$ cat src/rtl/bram_nrport_1wport_pkg.sv
// rtl/bram_nrport_1wport_pkg.sv - shared types for the multi-read-port byte-enabled BRAM
package bram_nrport_1wport_pkg;

   typedef enum logic {
      ST_INIT  = 1'b0,
      ST_READY = 1'b1
   } state_t;

   localparam int BYTE_W = 8;

endpackage

$ cat src/rtl/bram_nrport_1wport_if.sv
// rtl/bram_nrport_1wport_if.sv - read/write port bundle for bram_nrport_1wport
interface bram_nrport_1wport_if #(
   parameter int OUTER_WIDTH = 32,
   parameter int INNER_WIDTH = 32,
   parameter int NUM_RPORTS  = 2
);
   localparam int IDX_W = $clog2(OUTER_WIDTH);
   localparam int NB    = INNER_WIDTH / 8;

   logic [NUM_RPORTS-1:0]                  ren;
   logic [NUM_RPORTS-1:0][IDX_W-1:0]       rindex;
   logic [NUM_RPORTS-1:0]                  rvalid;
   logic [NUM_RPORTS-1:0][INNER_WIDTH-1:0] rdata;
   logic [NB-1:0]                          wen_byte;
   logic [IDX_W-1:0]                       windex;
   logic [INNER_WIDTH-1:0]                 wdata;
   logic                                   init_done;

   modport master (
      output ren, rindex, wen_byte, windex, wdata,
      input  rvalid, rdata, init_done
   );

   modport slave (
      input  ren, rindex, wen_byte, windex, wdata,
      output rvalid, rdata, init_done
   );

endinterface

$ cat src/rtl/bram_nrport_1wport_fwd.sv
// rtl/bram_nrport_1wport_fwd.sv - one storage replica with read pipeline and write-first byte bypass
module bram_1rport_1wport_fwd
   import bram_nrport_1wport_pkg::*;
#(
   parameter int OUTER_WIDTH = 32,
   parameter int INNER_WIDTH = 32,
   parameter int OUT_REG     = 0,
   localparam int IDX_W      = $clog2(OUTER_WIDTH),
   localparam int NB         = INNER_WIDTH / BYTE_W
) (
   input  logic                   CLK,
   input  logic                   RST,
   input  logic                   re,
   input  logic [IDX_W-1:0]       ridx,
   input  logic [NB-1:0]          we_byte,
   input  logic [IDX_W-1:0]       widx,
   input  logic [INNER_WIDTH-1:0] wdat,
   output logic                   rvalid,
   output logic [INNER_WIDTH-1:0] rdata
);

   logic [INNER_WIDTH-1:0] mem [OUTER_WIDTH];
   logic [INNER_WIDTH-1:0] we_mask;
   logic [INNER_WIDTH-1:0] mem_q;
   logic [INNER_WIDTH-1:0] fwd_dat;
   logic [INNER_WIDTH-1:0] fwd_mask;
   logic [INNER_WIDTH-1:0] stage1;
   logic                   v1;

   always_comb begin
      we_mask = '0;
      for (int b = 0; b < NB; b++)
         we_mask[b*BYTE_W +: BYTE_W] = {BYTE_W{we_byte[b]}};
   end

   always_ff @(posedge CLK) begin
      for (int b = 0; b < NB; b++)
         if (we_byte[b])
            mem[widx][b*BYTE_W +: BYTE_W] <= wdat[b*BYTE_W +: BYTE_W];
   end

   // Array is read-first; the colliding bytes are patched in from the registered write.
   always_ff @(posedge CLK or posedge RST) begin
      if (RST) begin
         v1       <= 1'b0;
         mem_q    <= '0;
         fwd_dat  <= '0;
         fwd_mask <= '0;
      end else begin
         v1 <= re;
         if (re) begin
            mem_q    <= mem[ridx];
            fwd_dat  <= wdat;
            fwd_mask <= (ridx == widx) ? we_mask : '0;
         end
      end
   end

   assign stage1 = (mem_q & ~fwd_mask) | (fwd_dat & fwd_mask);

   generate
      if (OUT_REG != 0) begin : g_out_reg
         logic                   rvalid_q;
         logic [INNER_WIDTH-1:0] rdata_q;
         always_ff @(posedge CLK or posedge RST) begin
            if (RST) begin
               rvalid_q <= 1'b0;
               rdata_q  <= '0;
            end else begin
               rvalid_q <= v1;
               if (v1)
                  rdata_q <= stage1;
            end
         end
         assign rvalid = rvalid_q;
         assign rdata  = rdata_q;
      end else begin : g_no_out_reg
         assign rvalid = v1;
         assign rdata  = stage1;
      end
   endgenerate

endmodule

$ cat src/rtl/bram_nrport_1wport.sv
// rtl/bram_nrport_1wport.sv - N read port, one byte-enabled write port BRAM with zero-fill sweep
module bram_nrport_1wport
   import bram_nrport_1wport_pkg::*;
#(
   parameter int OUTER_WIDTH = 32,
   parameter int INNER_WIDTH = 32,
   parameter int NUM_RPORTS  = 2,
   parameter int OUT_REG     = 0,
   parameter int INIT_ZERO   = 1
) (
   input logic                CLK,
   input logic                RST,
   bram_nrport_1wport_if.slave bus
);

   localparam int IDX_W = $clog2(OUTER_WIDTH);
   localparam int NB    = INNER_WIDTH / BYTE_W;
   localparam logic [IDX_W-1:0] LAST_IDX = IDX_W'(OUTER_WIDTH - 1);

   state_t                  state, state_n;
   logic [IDX_W-1:0]        cnt, cnt_n;
   logic                    init_done_q;
   logic                    rd_ok;
   logic [NB-1:0]           w_be;
   logic [IDX_W-1:0]        w_idx;
   logic [INNER_WIDTH-1:0]  w_dat;

   always_ff @(posedge CLK or posedge RST) begin
      if (RST) begin
         state       <= ST_INIT;
         cnt         <= '0;
         init_done_q <= 1'b0;
      end else begin
         state       <= state_n;
         cnt         <= cnt_n;
         init_done_q <= (state_n == ST_READY);
      end
   end

   // While sweeping, the external write port is muted and the sweep owns the array.
   always_comb begin
      state_n = state;
      cnt_n   = cnt;
      rd_ok   = 1'b0;
      w_be    = '0;
      w_idx   = bus.windex;
      w_dat   = bus.wdata;
      if (state == ST_INIT) begin
         if (INIT_ZERO != 0) begin
            w_be  = '1;
            w_idx = cnt;
            w_dat = '0;
            cnt_n = cnt + 1'b1;
            if (cnt == LAST_IDX)
               state_n = ST_READY;
         end else begin
            state_n = ST_READY;
         end
      end else begin
         rd_ok = 1'b1;
         w_be  = bus.wen_byte;
      end
   end

   assign bus.init_done = init_done_q;

   generate
      for (genvar g = 0; g < NUM_RPORTS; g++) begin : g_port
         bram_1rport_1wport_fwd #(
            .OUTER_WIDTH (OUTER_WIDTH),
            .INNER_WIDTH (INNER_WIDTH),
            .OUT_REG     (OUT_REG)
         ) u_port (
            .CLK     (CLK),
            .RST     (RST),
            .re      (bus.ren[g] & rd_ok),
            .ridx    (bus.rindex[g]),
            .we_byte (w_be),
            .widx    (w_idx),
            .wdat    (w_dat),
            .rvalid  (bus.rvalid[g]),
            .rdata   (bus.rdata[g])
         );
      end
   endgenerate

endmodule

$ cat src/flat_wrapper.sv
// flat-port wrapper written by rule: the top's interface ports become plain ports
module bram_nrport_1wport_flat import bram_nrport_1wport_pkg::*;
#(
   parameter int OUTER_WIDTH = 32,
   parameter int INNER_WIDTH = 32,
   parameter int NUM_RPORTS  = 2,
   parameter int OUT_REG     = 0,
   parameter int INIT_ZERO   = 1
)
  (CLK, RST, bus_ren, bus_rindex, bus_wen_byte, bus_windex, bus_wdata, bus_rvalid, bus_rdata, bus_init_done);
  bram_nrport_1wport_if #(.OUTER_WIDTH(OUTER_WIDTH), .INNER_WIDTH(INNER_WIDTH), .NUM_RPORTS(NUM_RPORTS)) bus_i ();
  input logic CLK;
  input logic RST;
  input wire logic [$bits(bus_i.ren)-1:0] bus_ren;
  input wire logic [$bits(bus_i.rindex)-1:0] bus_rindex;
  input wire logic [$bits(bus_i.wen_byte)-1:0] bus_wen_byte;
  input wire logic [$bits(bus_i.windex)-1:0] bus_windex;
  input wire logic [$bits(bus_i.wdata)-1:0] bus_wdata;
  output wire logic [$bits(bus_i.rvalid)-1:0] bus_rvalid;
  output wire logic [$bits(bus_i.rdata)-1:0] bus_rdata;
  output wire logic [$bits(bus_i.init_done)-1:0] bus_init_done;
  assign bus_i.ren = bus_ren;
  assign bus_i.rindex = bus_rindex;
  assign bus_i.wen_byte = bus_wen_byte;
  assign bus_i.windex = bus_windex;
  assign bus_i.wdata = bus_wdata;
  assign bus_rvalid = bus_i.rvalid;
  assign bus_rdata = bus_i.rdata;
  assign bus_init_done = bus_i.init_done;
  bram_nrport_1wport #(.OUTER_WIDTH(OUTER_WIDTH), .INNER_WIDTH(INNER_WIDTH), .NUM_RPORTS(NUM_RPORTS), .OUT_REG(OUT_REG), .INIT_ZERO(INIT_ZERO)) u_core (.CLK(CLK), .RST(RST), .bus(bus_i));
endmodule
$ cat config.mk
export PLATFORM = sky130hd
export DESIGN_NAME = bram_nrport_1wport_flat
export DESIGN_NICKNAME = d
export VERILOG_FILES = /design/src/rtl/bram_nrport_1wport_pkg.sv /design/src/rtl/bram_nrport_1wport_if.sv /design/src/rtl/bram_nrport_1wport_fwd.sv /design/src/rtl/bram_nrport_1wport.sv /design/src/flat_wrapper.sv
export SDC_FILE = /design/constraint.sdc
export NUM_CORES = 1
export LEC_CHECK = 0
export CAP_MARGIN = 20
export CORE_MARGIN = 3
export CORE_UTILIZATION = 39
export CTS_CLUSTER_DIAMETER = 80
export CTS_CLUSTER_SIZE = 30
export DETAILED_ROUTE_END_ITERATION = 10
export PLACE_DENSITY_LB_ADDON = 0.08
export SLEW_MARGIN = 20
export SYNTH_ARGS = -nofsm -noshare
export SYNTH_HDL_FRONTEND = slang
export SYNTH_SLANG_ARGS = --single-unit
$ cat constraint.sdc
create_clock -name CLK -period 5.27 [get_ports CLK]
set_input_delay 1.054 -clock CLK [delete_from_list [all_inputs] [get_ports CLK]]
set_output_delay 1.054 -clock CLK [all_outputs]
set_load 0.05 [all_outputs]
# Word level (Yosys, flattened, before mapping)

Memory sizes are Yosys's and may differ from the RTL's. A register that Yosys moved wholly into a read port is not among the register bits.
Index checks and enable logic that the tools add are counted.

Add/subtract/negate cells: 1
Eq/ne operators: 3
Muxes and demuxes: 16
Bitwise operators: 10

Operators with widths:

| kind                                                          | count |
|---|---|
| 32-bit AND                                                    | 4 |
| 32-bit two-way mux                                            | 3 |
| 32-bit inverter                                               | 2 |
| 32-bit bitwise OR                                             | 2 |
| 1-bit two-way mux                                             | 11 |
| 5-bit equality test                                           | 2 |
| 5-bit by 1-bit adder with 5-bit output, second input constant | 1 |
| 5-bit equality test, second input constant                    | 1 |
| 5-bit two-way mux                                             | 1 |
| 4-bit two-way mux                                             | 1 |
| 1-bit AND                                                     | 2 |

Flip-flop bits (word level): 136
Memory bits (writable): 2048
Input bits: 55
Output and inout port bits: 67
Memories: 2

Memories:

| memory                      | depth | bits a word | read ports | clocked after memory_dff | wr ports | RTL line                     | source |
|---|---|---|---|---|---|---|---|
| u_core.g_port[0].u_port.mem | 32    | 32          | 1          | 1                        | 1        | bram_nrport_1wport_fwd.sv:22 | `logic [INNER_WIDTH-1:0] mem [OUTER_WIDTH];` |
| u_core.g_port[1].u_port.mem | 32    | 32          | 1          | 1                        | 1        | bram_nrport_1wport_fwd.sv:22 |  |

# Longest topological paths before layout

Depth after elaboration: 3
Gate-level depth with buffers: 8
Gate-level depth less buffers: 5

# Hierarchy

A second synthesis with hierarchy kept.

Cell total of the unflattened synthesis: 5014
Area, all modules: 87776.7 sq um

By module, submodules not included:

| module                 | times used | cells an instance | area an instance (sq um) |
|---|---|---|---|
| bram_1rport_1wport_fwd | 2          | 2474              | 43589.3 |
| bram_nrport_1wport     | 1          | 66                | 598.1 |

# Worst setup path after synthesis

Ideal clock, no wire load.

Path kind: register -> register
Start: reg u_core.state
End: mem u_core.g_port[0].u_port.mem[29][10] (enable)
Library setup time: 0.383 ns
Data arrival time: 2.428 ns
Setup slack: 2.458 ns
Cell stages (with the launch flop): 7
Clock period less this slack: 2.812 ns
Path through: dfrtp_1 buf_4 buf_2 o32ai_1 nand2_1 clkbuf_1 nor3_1

Word-level cells in the longest chain between the ends: 3

Ends and longest elaborated chain:

| item                                    | RTL line                     | source |
|---|---|---|
| from (decl)                             | bram_nrport_1wport.sv:20     | `state_t state, state_n;` |
| from (signal assigned)                  | bram_nrport_1wport.sv:34     | `state <= state_n;` |
| 4-bit two-way mux                       | bram_nrport_1wport.sv:48     | `if (state == ST_INIT) begin` |
| 1-bit two-way mux                       | bram_nrport_1wport_fwd.sv:38 | `if (we_byte[b])` |
| 1-bit two-way mux (implied by the code) | bram_nrport_1wport_fwd.sv:39 | `mem[widx][b*BYTE_W +: BYTE_W] <= wdat[b*BYTE_W +: BYTE_W];` |
| to (decl)                               | bram_nrport_1wport_fwd.sv:22 |  |

Parallel ways exist; a longest one is shown, timed or not.

==> metrics <==
status=finished clean; top cells by area, synth=edfxtp_1 (55%), mux2i_1 (18%), dfrtp_1 (6.4%); Worst path max stage delay=900 ps; flops & latches, synth=1168; critical path class=flip-flop to output port; worst-margin pin slew=1183 ps; RSZ-0062 raised after global routing=false; Primary FF master, synth=edfxtp_1; CTS Buffer Depth=3; WP buf/inv=2; first-pass GRT wire length=264900 um; cell taking the most area after synthesis=edfxtp_1; HPWL Detailed=123700 um; # nets final=3934; GR Util All Layers=25.06%; post-synthesis mux area share=21.05%; Slew Viols, Final=0; CTS H-tree depth=3; Root Driver=clkbuf_16; Post-Syn Instances=3740; Core Area=141900 sq um; final setup vio count=0; Ports=122; most frequent cells after synthesis=mux2i_1 (1029), edfxtp_1 (1024), a22oi_1 (257); Inst Count DP=5692; crit-path max FO=43; Clock transition at path regs=90 ps; RD Place Congestion=0.8315; Avg WL per Cell=32.31 um; worst path arrival time=3030 ps; CTS Buf Count=73; Cell Area, Synth=55930 sq um; syn nets=3797; pin count of the biggest net entering global routing=75; Final Cell Area=63000 sq um; layout cell share with drive strength beyond 1=16.71%; Largest delay share family, worst path=buffers and inverters; Static Leakage=23.33 nW; worst-skew pair later-pin latency=700 ps; number of max-cap violations=0; minimum clock period=4087 ps; final core utilization=44.39%; initial core utilization=39.40%; Peak Freq=0.2447 GHz; CP required=4220 ps; fillcell total=12710; Synth Area in Simple Gates=2.351%; Syn Area/Cell=14.95 sq um; maximum VDD drop=0.1867 mV; Die Area=148000 sq um; vias in the first global route=35240; row count=138; Fin. Hold Viols=0; Cell Pwr Density=311.3 nW/um^2; worst hold path class=flip-flop to flip-flop; Die X=384.7 um; drt drc=0; Die Ht=384.7 um; CTS tree=yes; Post-Route WL=188400 um; Final Non-Filler Cells=5831; Layout Area Growth over Synthesis=12.64%; slowest CP cell=clkdlybuf4s50_1; antenna violations before repair=6; Yosys top cell area share=54.98%; DP Area=60240 sq um; vias=35020; setup slack, reg-to-reg=1700 ps; period utilization=77.56%; combinational family with the most area after synthesis=multiplexers; Adder-Cell Fraction of Synth Area=0.04474%; hold buffer count at cts=0; complex-gate fraction of the synthesized area=11.85%; Ys Warns=0; post-CTS setup buffer count=0; share of flip-flops with an asynchronous set or reset=12.33%; total congestion overflow=0; crit-path cells=buf_4 > clkdlybuf4s50_1; Final Skew=34.64 ps; Synth cell types=44; Post-Synth XOR/XNOR Area=0.2036%; PostCTS Resize Cnt=0; Critical Path End Type=output port; startpoint types=flip-flop; number of nets still failing antenna checks after routing=0; cell with the most instances after synthesis=mux2i_1; number of synthesized flops with an enable pin=1024; initial DRC count=3367; sequential share of the synthesized area=61.43%; max_slew headroom=21.14%; first drt pass iteration count=8; vias per cell=6.005; clk sinks=1168; TNS Setup=0 ps; Final Power=0.01961 W; Buffers on Ports=121
stage by stage:
stage	hold WS [ps]	worst slack [ps]
2_1_floorplan	439.3	349.7
3_3_place_gp	475.0	1102
3_5_place_dp	477.3	1115
4_1_cts	505.7	1061
5_1_grt	516.4	1048
6_report	503.8	1183
path summary, 6_finish.rpt:
check / startpoint / end / depth (start not counted)
setup / recovery: u_core.state / bus_init_done / 2
hold / removal: u_core.g_port[0].u_port.mem_q[14] / u_core.g_port[0].u_port.mem_q[14] / 2
setup reg to reg: u_core.state / u_core.g_port[0].u_port.mem[12][19] / 5
hold reg to reg: u_core.g_port[0].u_port.mem_q[14] / u_core.g_port[0].u_port.mem_q[14] / 2
max in group asynchronous: RST / u_core.g_port[0].u_port.fwd_dat[14] / 3
min in group asynchronous: RST / u_core.g_port[0].u_port.fwd_dat[4] / 2
layer usage:
layer | GRT usage, % | part of all wire (%) | wire length (um)
met5 | 0.06614 | 0 | 0
met4 | 6.038 | 2.2 | 4133
met1 | 35.90 | 45 | 85590
met3 | 3.385 | 5.9 | 11130
met2 | 40.35 | 46 | 87550
cell usage in the layout, fill, tap and decap left out, drive strengths merged, types with 2 or more instances in the layout:
cell / instances
a21oi: 128
diode: 4
ha: 2
o41ai: 64
clkinvlp: 4
nor2: 109
nand2b: 7
o32ai: 5
a22o: 137
bufinv: 6
clkinv: 10
buf: 255
edfxtp: 1024
nand2: 80
nor3: 25
o22ai: 65
and2: 34
mux2: 131
xor2: 9
a221oi: 128
or2: 3
clkdlybuf4s50: 119
xnor2: 4
nand3: 19
inv: 39
mux2i: 1029
dfrtp: 144
clkbuf: 82
a22oi: 257
nor2b: 10
where the power goes:
| group | internal, W | switching (W) | total, W |
|---|---|---|---|
| combinational | 0.000850 | 0.00153 | 0.00238 |
| sequential | 0.0102 | 0.000112 | 0.0103 |
| clock | 0.00325 | 0.00367 | 0.00692 |
| total | 0.0143 | 0.00532 | 0.0196 |
worst reg2reg max path: cells and delay by family, from the launching register on:
family	cells	cell delay, ps
flip-flops	1	880
AND/OR/NAND/NOR	2	910
multiplexers	1	890
buffers and inverters	2	580
final cells by class:
cell class | instances | area, sq um | area share, %
well taps | 1890 | 2365 | 3.754
flip-flops and latches | 1168 | 34360 | 54.54
multi-input cells | 2254 | 20010 | 31.77
inverters | 6 | 31.28 | 0.04965
clock inverters | 53 | 773.2 | 1.227
diodes | 4 | 10.01 | 0.01589
clock buffers | 82 | 1977 | 3.138
repair buffers | 374 | 3471 | 5.509
flip-flops by register name, indices dropped and copies added (netlist names):
name and cells:
u_core.g_port.u_port.fwd_mask 8, u_core.g_port.u_port.mem 1024, u_core.cnt 5, u_core.g_port.u_port.rvalid 2, u_core.state 1, u_core.g_port.u_port.fwd_dat 64
u_core.g_port.u_port.mem_q 64
cell families (layout without fill, tap and decap cells):
logic type | Yosys count | in the layout
AOI/OAI and AO/OA | 787 | 787
xor gates and xnor gates | 13 | 13
other | 0 | 4
adders and majority gates | 2 | 2
buffers and inverters | 318 | 515
and+or+nand+nor | 292 | 292
DFF | 1168 | 1168
muxes | 1160 | 1160
Note: power is estimated with default switching activity, not from simulation.
